==> src/rtl/mips_defs.sv <==
// ============================================================================
// Module   : mips_defs (package)
// Purpose  : Shared definitions for the execute-stage divider: FSM state
//            encoding and the quotient value produced on divide-by-zero.
// Contents : DIV_IDLE / DIV_BUSY / DIV_DONE  - 2-bit divider state encoding
//            DIV_ZERO_LO                     - LO result for a zero divisor
// Revision : 1.0 - initial release
// ============================================================================
`default_nettype none

package mips_defs;

    localparam int DATA_W = 32;

    localparam logic [1:0] DIV_IDLE = 2'd0;
    localparam logic [1:0] DIV_BUSY = 2'd1;
    localparam logic [1:0] DIV_DONE = 2'd2;

    // Quotient reported when the divisor is zero (all ones).
    localparam logic [DATA_W-1:0] DIV_ZERO_LO = '1;

endpackage : mips_defs

`default_nettype wire

==> src/rtl/div_unit_step.sv <==
// ============================================================================
// Module   : div_unit_step
// Purpose  : One combinational iteration of a radix-2 restoring divider.
//            Shifts {rem,quo} left by one, trial-subtracts the divisor with a
//            WIDTH+1-bit subtract and keeps the difference when it does not
//            go negative, shifting in the matching quotient bit.
// Ports    : i_rem     - partial remainder
//            i_quo     - partially shifted dividend / quotient bits
//            i_divisor - divisor magnitude
//            o_rem     - partial remainder after this iteration
//            o_quo     - quotient register after this iteration
// Revision : 1.0 - initial release
// ============================================================================
`default_nettype none

module div_unit_step #(
    parameter int WIDTH = 32
) (
    input  logic [WIDTH-1:0] i_rem,
    input  logic [WIDTH-1:0] i_quo,
    input  logic [WIDTH-1:0] i_divisor,
    output logic [WIDTH-1:0] o_rem,
    output logic [WIDTH-1:0] o_quo
);

    logic [WIDTH:0] w_shifted;
    logic [WIDTH:0] w_diff;
    logic           w_borrow;

    // The remainder is always below the divisor, so the shifted value is
    // below twice the divisor and the top bit of the difference is a true sign.
    assign w_shifted = {i_rem, i_quo[WIDTH-1]};
    assign w_diff    = w_shifted - {1'b0, i_divisor};
    assign w_borrow  = w_diff[WIDTH];

    assign o_rem = w_borrow ? w_shifted[WIDTH-1:0] : w_diff[WIDTH-1:0];
    assign o_quo = {i_quo[WIDTH-2:0], ~w_borrow};

endmodule : div_unit_step

`default_nettype wire

==> src/rtl/div_unit.sv <==
// ============================================================================
// Module   : div_unit
// Purpose  : Iterative radix-2 restoring divider for MIPS DIV/DIVU in the
//            execute stage. Produces quotient (lo) and remainder (hi) for the
//            HI/LO write path and a stall request for the hazard unit.
// Ports    : clk, rst      - clock, synchronous active-high reset
//            startE        - DIV/DIVU valid in E
//            signed_divE   - 1 = DIV (signed), 0 = DIVU
//            annulE        - abort the current operation
//            stall_ext     - external E/M hold, keeps results in DONE
//            a, b          - dividend, divisor
//            div_stallE    - combinational stall request to hazard unit
//            ready         - result valid this cycle
//            hi, lo        - remainder, quotient
// Revision : 1.0 - initial release
// ============================================================================
`default_nettype none

module div_unit
    import mips_defs::*;
#(
    parameter int WIDTH = 32
) (
    input  logic             clk,
    input  logic             rst,
    input  logic             startE,
    input  logic             signed_divE,
    input  logic             annulE,
    input  logic             stall_ext,
    input  logic [WIDTH-1:0] a,
    input  logic [WIDTH-1:0] b,
    output logic             div_stallE,
    output logic             ready,
    output logic [WIDTH-1:0] hi,
    output logic [WIDTH-1:0] lo
);

    localparam int               CNT_W    = (WIDTH > 1) ? $clog2(WIDTH) : 1;
    localparam logic [CNT_W-1:0] LAST_CNT = CNT_W'(WIDTH - 1);

    logic [1:0]       r_state;
    logic [CNT_W-1:0] r_count;
    logic [WIDTH-1:0] r_rem;
    logic [WIDTH-1:0] r_quo;
    logic [WIDTH-1:0] r_divisor;
    logic             r_negQuo;
    logic             r_negRem;
    logic [WIDTH-1:0] r_hi;
    logic [WIDTH-1:0] r_lo;
    logic             r_ready;

    logic             w_aNeg;
    logic             w_bNeg;
    logic [WIDTH-1:0] w_absA;
    logic [WIDTH-1:0] w_absB;
    logic             w_bZero;
    logic [WIDTH-1:0] w_stepRem;
    logic [WIDTH-1:0] w_stepQuo;
    logic [WIDTH-1:0] w_finalQuo;
    logic [WIDTH-1:0] w_finalRem;

    // Operand magnitudes; sign bits only matter for DIV.
    assign w_aNeg  = signed_divE & a[WIDTH-1];
    assign w_bNeg  = signed_divE & b[WIDTH-1];
    assign w_absA  = w_aNeg ? (~a + 1'b1) : a;
    assign w_absB  = w_bNeg ? (~b + 1'b1) : b;
    assign w_bZero = (b == '0);

    div_unit_step #(
        .WIDTH (WIDTH)
    ) u_step (
        .i_rem     (r_rem),
        .i_quo     (r_quo),
        .i_divisor (r_divisor),
        .o_rem     (w_stepRem),
        .o_quo     (w_stepQuo)
    );

    // Sign fix-up on the last iteration's output. Negating 0x80000000 wraps
    // to itself, which gives the required MIN_INT / -1 overflow result.
    assign w_finalQuo = r_negQuo ? (~w_stepQuo + 1'b1) : w_stepQuo;
    assign w_finalRem = r_negRem ? (~w_stepRem + 1'b1) : w_stepRem;

    always_comb begin
        div_stallE = 1'b0;
        case (r_state)
            DIV_IDLE: div_stallE = startE & ~annulE;
            DIV_BUSY: div_stallE = ~annulE;
            default:  div_stallE = 1'b0;
        endcase
    end

    always_ff @(posedge clk) begin
        if (rst) begin
            r_state   <= DIV_IDLE;
            r_count   <= '0;
            r_rem     <= '0;
            r_quo     <= '0;
            r_divisor <= '0;
            r_negQuo  <= 1'b0;
            r_negRem  <= 1'b0;
            r_hi      <= '0;
            r_lo      <= '0;
            r_ready   <= 1'b0;
        end else if (annulE) begin
            // Abort from any state; hi/lo keep the last completed result.
            r_state <= DIV_IDLE;
            r_count <= '0;
            r_ready <= 1'b0;
        end else begin
            case (r_state)
                DIV_IDLE: begin
                    r_ready <= 1'b0;
                    if (startE) begin
                        if (w_bZero) begin
                            r_lo    <= WIDTH'(DIV_ZERO_LO);
                            r_hi    <= a;
                            r_ready <= 1'b1;
                            r_state <= DIV_DONE;
                        end else begin
                            r_quo     <= w_absA;
                            r_divisor <= w_absB;
                            r_rem     <= '0;
                            r_negQuo  <= w_aNeg ^ w_bNeg;
                            r_negRem  <= w_aNeg;
                            r_count   <= '0;
                            r_state   <= DIV_BUSY;
                        end
                    end
                end
                DIV_BUSY: begin
                    r_rem   <= w_stepRem;
                    r_quo   <= w_stepQuo;
                    r_count <= r_count + CNT_W'(1);
                    if (r_count == LAST_CNT) begin
                        r_lo    <= w_finalQuo;
                        r_hi    <= w_finalRem;
                        r_ready <= 1'b1;
                        r_state <= DIV_DONE;
                    end
                end
                DIV_DONE: begin
                    // Results stay on the outputs while the pipeline is held.
                    if (!stall_ext) begin
                        r_ready <= 1'b0;
                        r_state <= DIV_IDLE;
                    end
                end
                default: begin
                    r_ready <= 1'b0;
                    r_state <= DIV_IDLE;
                end
            endcase
        end
    end

    assign ready = r_ready;
    assign hi    = r_hi;
    assign lo    = r_lo;

endmodule : div_unit

`default_nettype wire
==> config.mk <==
export PLATFORM = sky130hd
export DESIGN_NAME = div_unit
export DESIGN_NICKNAME = d
export VERILOG_FILES = /design/src/rtl/mips_defs.sv /design/src/rtl/div_unit_step.sv /design/src/rtl/div_unit.sv
export SDC_FILE = /design/constraint.sdc
export NUM_CORES = 1
export LEC_CHECK = 0
export ABC_AREA = 1
export BUFFER_PORTS_ARGS = -buffer_cell sky130_fd_sc_hd__buf_2
export CORE_UTILIZATION = 45
export DETAILED_ROUTE_END_ITERATION = 7
export GPL_ROUTABILITY_DRIVEN = 0
export HOLD_SLACK_MARGIN = 0.15
export PLACE_DENSITY = 0.68
export SLEW_MARGIN = 15
export SYNTH_ARGS = -nofsm -noshare
export SYNTH_HDL_FRONTEND = slang
export SYNTH_SLANG_ARGS = --single-unit
==> constraint.sdc <==
create_clock -name clk -period 9.6 [get_ports clk]
set_clock_uncertainty 0.05 [all_clocks]
set_input_delay 0.48 -clock clk [delete_from_list [all_inputs] [get_ports clk]]
set_output_delay 0.48 -clock clk [all_outputs]
set_load 0.01 [all_outputs]
* Yosys cells after proc, flatten, opt, wreduce, memory -nomap -nowiden
Index checks and enable logic that the tools add are counted.
** Cells by class
- Muxes and demuxes :: 33
- Reduce and logical (&&, ||, !) cells :: 10
- Bitwise gates (word level) :: 11
- Equal/unequal tests :: 8
- Add/sub/neg operators :: 6
** Operators by type and width (number)
- $mux 32 :: 15
- $pmux 32 s2 :: 4
- $add 32x1->32 const B :: 4
- $not 32->32 :: 4
- $sub 33x32->33 :: 1
- $logic_not 32->1 :: 1
- $mux 5 :: 2
- $ne 2x2->1 const B :: 5
- $pmux 5 s2 :: 1
- $mux 2 :: 4
- $reduce_and 4->1 :: 2
- $pmux 2 s3 :: 1
- $reduce_and 3->1 :: 2
- $add 5x1->5 const B :: 1
- $eq 5x5->1 const B :: 1
- $reduce_and 5->1 :: 1
- $mux 1 :: 4
- $and 1x1->1 :: 3
- $not 1->1 :: 3
- $pmux 1 s3 :: 1
- $eq 2x1->1 const B :: 1
- $eq 2x2->1 const B :: 1
- $logic_not 2->1 :: 1
- $pmux 1 s2 :: 1
- 4 further kinds :: 4
** Word-level totals
- Bits in registers :: 170
- Input bits :: 70
- Output and inout bits :: 66

* Logic depth before layout (Yosys ltp)
- Depth after elaboration :: 7
- Gate-level depth with buffers :: 32
- Mapped depth without buffers :: 30

* Cells and area by module
From an unflattened synthesis, not the netlist that was laid out.
** Unflattened totals
- Cells, all modules :: 2397
- Area, all modules :: 13735.7 um^2
** Modules (own cells, without submodules)
- div_unit :: instances 1, sequential area each 3403.3 um^2, area each 10352.4 um^2, cells each 1686
- div_unit_step :: instances 1, sequential area each 0.0 um^2, area each 3383.2 um^2, cells each 711

* Worst setup path before layout
Ideal clock, no wire load.
- Path kind :: register -> register
- Start point :: register r_quo[31]
- End point :: register r_lo[30] (netlist: lo[30])
- Cell stages (with the launch flop) :: 32
- Arrival :: 3.872 ns
- Clock period less this slack :: 4.039 ns
- Buffers on the path :: 2
- Setup slack :: 5.561 ns
- Cells stage by stage :: dfxtp_1 inv_1 ha_1 inv_1 fa_1 nand2_1 nand2_1 nand3_1 nand2_1 nand2_1 nand2_1 nand2_4 nand3_2 nand2_8 buf_4 buf_2 ha_1 inv_1 nor3_1 nand2_1 nor3_1 nand3_1 inv_1 nand4_1 nand2_1 o21ai_0 nor2_1 o21ai_0 nand2_1 inv_1 o221ai_1 inv_1
** On the way
- Word-level cells in the longest chain between the ends :: 7
** RTL lines
- start: declaration :: line div_unit.sv:44 : logic [WIDTH-1:0] r_quo;
- start signal: assignment :: line div_unit.sv:121 : r_quo <= w_absA;
- start signal: assignment :: line div_unit.sv:133 : r_quo <= w_stepQuo;
- $sub 33x32->33 :: line div_unit_step.sv:33 : assign w_diff = w_shifted - {1'b0, i_divisor};
- $not 1->1 :: line div_unit_step.sv:37 : assign o_quo = {i_quo[WIDTH-2:0], ~w_borrow};
- $not 32->32 :: line div_unit.sv:81 : assign w_finalQuo = r_negQuo ? (~w_stepQuo + 1'b1) : w_stepQuo;
- $add 32x1->32 :: line div_unit.sv:81
- $mux 32 :: line div_unit.sv:81
- $mux 32 :: line div_unit.sv:135 : if (r_count == LAST_CNT) begin
- $pmux 32 s2 :: line div_unit.sv:111 : case (r_state)
- end signal: assignment :: line div_unit.sv:116 : r_lo <= WIDTH'(DIV_ZERO_LO);
- end signal: assignment :: line div_unit.sv:136 : r_lo <= w_finalQuo;
- end: declaration :: line div_unit.sv:49 : logic [WIDTH-1:0] r_lo;
No other way between the ends. The select of a mux whose other input is x is not followed.
A chain may end at the register's enable or synchronous reset.

* Final worst setup path
Same ends and word-level chain as after synthesis.

==> out/results.txt <==
Pin count of the biggest net entering global routing: 93
Area Overhead vs Synth: 11.4%
Inserted Clock Buffers: 17
Synth warn: 0
Synthesized area per cell: 6.00 um^2
DP Wirelength: 32,300 um
Worst Tran Pin Value: 0.957 ns
DR pass1 iterations: 6
Tot Pwr: 2.00 mW
Req. time, crit path: 9.90 ns
Routing usage on met2: 0.433
Register share of total power: 0.381
Fin area: 0.0147 mm^2
Max-slew headroom: 0.362
Synthesized cell area: 0.0132 mm^2
Hold_buf cts: 0
Core Region: 0.0288 mm^2
Routed WL: 42,200 um
Met1 global-route usage: 0.396
Share of cells above drive strength 1: 0.113
FILL cells: 3,049
Worst Setup Slack, final: 4.92 ns
Hold Violations, Final: 0
Synth Net Count: 2,306
Combinational share of power: 0.243
Max-Cap Viols: 0
DR DRC count: 0
Initial antenna violation count: 1
Vias per Instance: 5.52
PortBufs: 135
Flops & latches, synth: 170
Critical Path Max Stage Delay: 0.40 ns
CP Launch Type: flip-flop
RSZ-0062 raised after global routing: false
Clock sinks: 170
Setup_tns: 0 ns
Max Clock Freq: 0.214 GHz
Vias: 14,751
Endpoint class of the critical path: flip-flop
Post-CTS sizing: 0
Status: completed
Crit path buf inv count: 6
CTS tree: done
Clock latency on the worst-skew pair: 0.45 ns
Synth Instances: 2,197
Placement Cell Area: 0.0141 mm^2
Layout Nets: 2,382
P per Cell Area: 136 mW/mm^2
CP max stage cell: fa_1
Synth unique cells: 62
Crit Path Class: flip-flop to flip-flop
Initial Util: 0.458
Largest delay share family, worst path: simple AND/OR/NAND/NOR gates
DR iter-0 viols: 1,583
Max-slew violation count: 0
M3 GR Usage: 0.0463
Sw Share: 0.374
Hold crit path type: input pin to flip-flop
Leak: 7.22 nW
N_diodes: 0
Chip height: 173 um
Top Usage Layer GRT: met2
Clock power share: 0.376
Register area share after synthesis: 0.258
Pre-CTS WS: 4.99 ns
Most frequent CP cell: nand2_1
Clock transition at path regs: 0.09 ns
H-tree depth: 4
Grt ovf: 0
Cell Int Power: 1.25 mW
Final ANT Viol Nets: 0
Postcts setup bufs: 0
Row count: 62
CP max FO: 45
Die W: 173 um
IO Count: 136
Fin crit period: 4.68 ns
Drt wl/cell: 15.8 um
Root buffer cell: clkbuf_16
Global-route wire length before repair: 68,300 um
Switching pwr: 0.747 mW
Clock Path Buffers: 2
GRT Overall Usage: 0.281
Finish-stage setup viols: 0
DIE AREA: 0.0300 mm^2
Critical Path AT: 4.98 ns
Vias in the first global route: 13,310
VDD IR max: 118 uV
Fin crit share: 0.487
## final timing paths
| path | from | endpoint | slack, ns | depth (start not counted) |
|---|---|---|---|---|
| max | r_quo[31] | lo[30] | 4.92 | 29 |
| min | stall_ext | r_state[1] | 0.27 | 3 |
| max reg2reg | r_quo[31] | lo[30] | 4.92 | 29 |
| min reg2reg | hi[24] | hi[24] | 0.41 | 2 |
## worst reg2reg max path, delay by kind of cell (launching register included)
family / cells / cell delay (ns)
buffers and inverters: 6 / 0.41
and+or+nand+nor: 17 / 2.60
DFF: 1 / 0.34
AOI/OAI and AO/OA: 3 / 0.43
adders and majority gates: 3 / 0.77
## cells in the mapped netlist (all sizes together)
| master | instances | area, um^2 |
|---|---|---|
| nand2 | 671 | 2660 |
| inv | 292 | 1100 |
| nor2 | 213 | 847 |
| a21oi | 186 | 965 |
| dfxtp | 170 | 3400 |
| o21ai | 139 | 714 |
| nand3 | 128 | 681 |
| clkbuf | 72 | 274 |
| ha | 38 | 475 |
| xor2 | 35 | 307 |
| nand4 | 34 | 213 |
| nor3 | 34 | 181 |
| a31oi | 32 | 200 |
| xnor2 | 18 | 158 |
| buf | 17 | 123 |
| o211ai | 17 | 128 |
| nor4 | 12 | 75.1 |
| o221ai | 12 | 105 |
| a41oi | 11 | 96.3 |
| o31ai | 10 | 75.1 |
| a211oi | 9 | 67.6 |
| or2 | 8 | 50.1 |
| nand3b | 7 | 52.6 |
| o21bai | 6 | 45.0 |
| and2 | 5 | 33.8 |
| a21o | 2 | 15.0 |
| a22oi | 2 | 15.0 |
| and3 | 2 | 12.5 |
| o311ai | 2 | 17.5 |
| or3 | 2 | 12.5 |
| or4 | 2 | 15.0 |
| a2111oi | 1 | 8.76 |
| a221oi | 1 | 8.76 |
| a2bb2oi | 1 | 8.76 |
| a311oi | 1 | 8.76 |
| clkinv | 1 | 3.75 |
| fa | 1 | 20.0 |
| nor3b | 1 | 7.51 |
| o221a | 1 | 11.3 |
| o22ai | 1 | 6.26 |
## flip-flops by register name (all words and copies together) (netlist names)
signal	flops
hi	32
lo	32
r_divisor	32
r_quo	32
r_rem	32
r_count	5
r_state	2
r_negQuo	1
r_negRem	1
ready	1
## power groups by stage
stage               logic (mW)  clock network (mW)  registers, mW
floorplan                0.340                   0          0.771
global placement         0.470                   0          0.775
detailed placement       0.474                   0          0.775
CTS                      0.477               0.755          0.759
global route             0.542               0.789          0.763
finish                   0.486               0.750          0.760
## per-layer routing
| layer | vias to the layer above | wire length (um) |
|---|---|---|
| met1 | 6753 | 19600 |
| met2 | 595 | 18000 |
| met5 | - | 19 |
| met4 | 2 | 1210 |
| met3 | 92 | 3360 |
| li1 | 7309 | - |
## layout by cell type, fill, tap and decap left out, types with 3 or more instances in the layout
cell type and count:
a21oi_1 179, a41oi_1 11, inv_12 3, o31ai_1 10, nand2_4 7, o21ai_0 127
nand3_2 3, nand2_2 21, or2_2 7, buf_2 135, o21bai_1 6, dfxtp_1 170
inv_2 6, nand4_1 34, o221ai_1 12, nand2_1 641, inv_1 286, o211ai_1 17
clkinv_8 9, nor4_1 12, buf_4 11, clkbuf_16 17, nor2_4 4, and2_1 4
nor2_1 194, xnor2_1 18, a31oi_1 32, ha_1 38, a211oi_1 9, a21oi_2 6
o21ai_1 9, nand3_1 123, nand3b_1 7, nor3_1 33, xor2_1 35, nor2_2 15
## stage by stage
step	util	hold WS [ns]	cells
2_1_floorplan	-	0.380	2197
3_3_place_gp	0.488	0.400	2638
3_5_place_dp	0.488	0.403	2638
4_1_cts	0.511	0.266	2670
5_1_grt	0.511	0.285	2670
6_report	0.511	0.274	2670
## final cells by class
cell class / count / area (um^2) / share of cell area
Multi-Input combinational cell: 1645 / 8310 / 0.565
Sequential cell: 170 / 3400 / 0.231
Inverter: 293 / 1100 / 0.0748
Timing Repair Buffer: 146 / 758 / 0.0516
Tap cell: 384 / 480 / 0.0327
Clock buffer: 17 / 425 / 0.0289
Clock inverter: 15 / 221 / 0.0151
## cells by family after synthesis
group	count (synthesis)	share of synthesized area
flops	170	0.258
buf+inv	382	0.113
fa+ha+maj	39	0.0376
xor+xnor	53	0.0352
compound gates	434	0.189
simple gates	1119	0.367
Power figures use the tool's default switching activity.
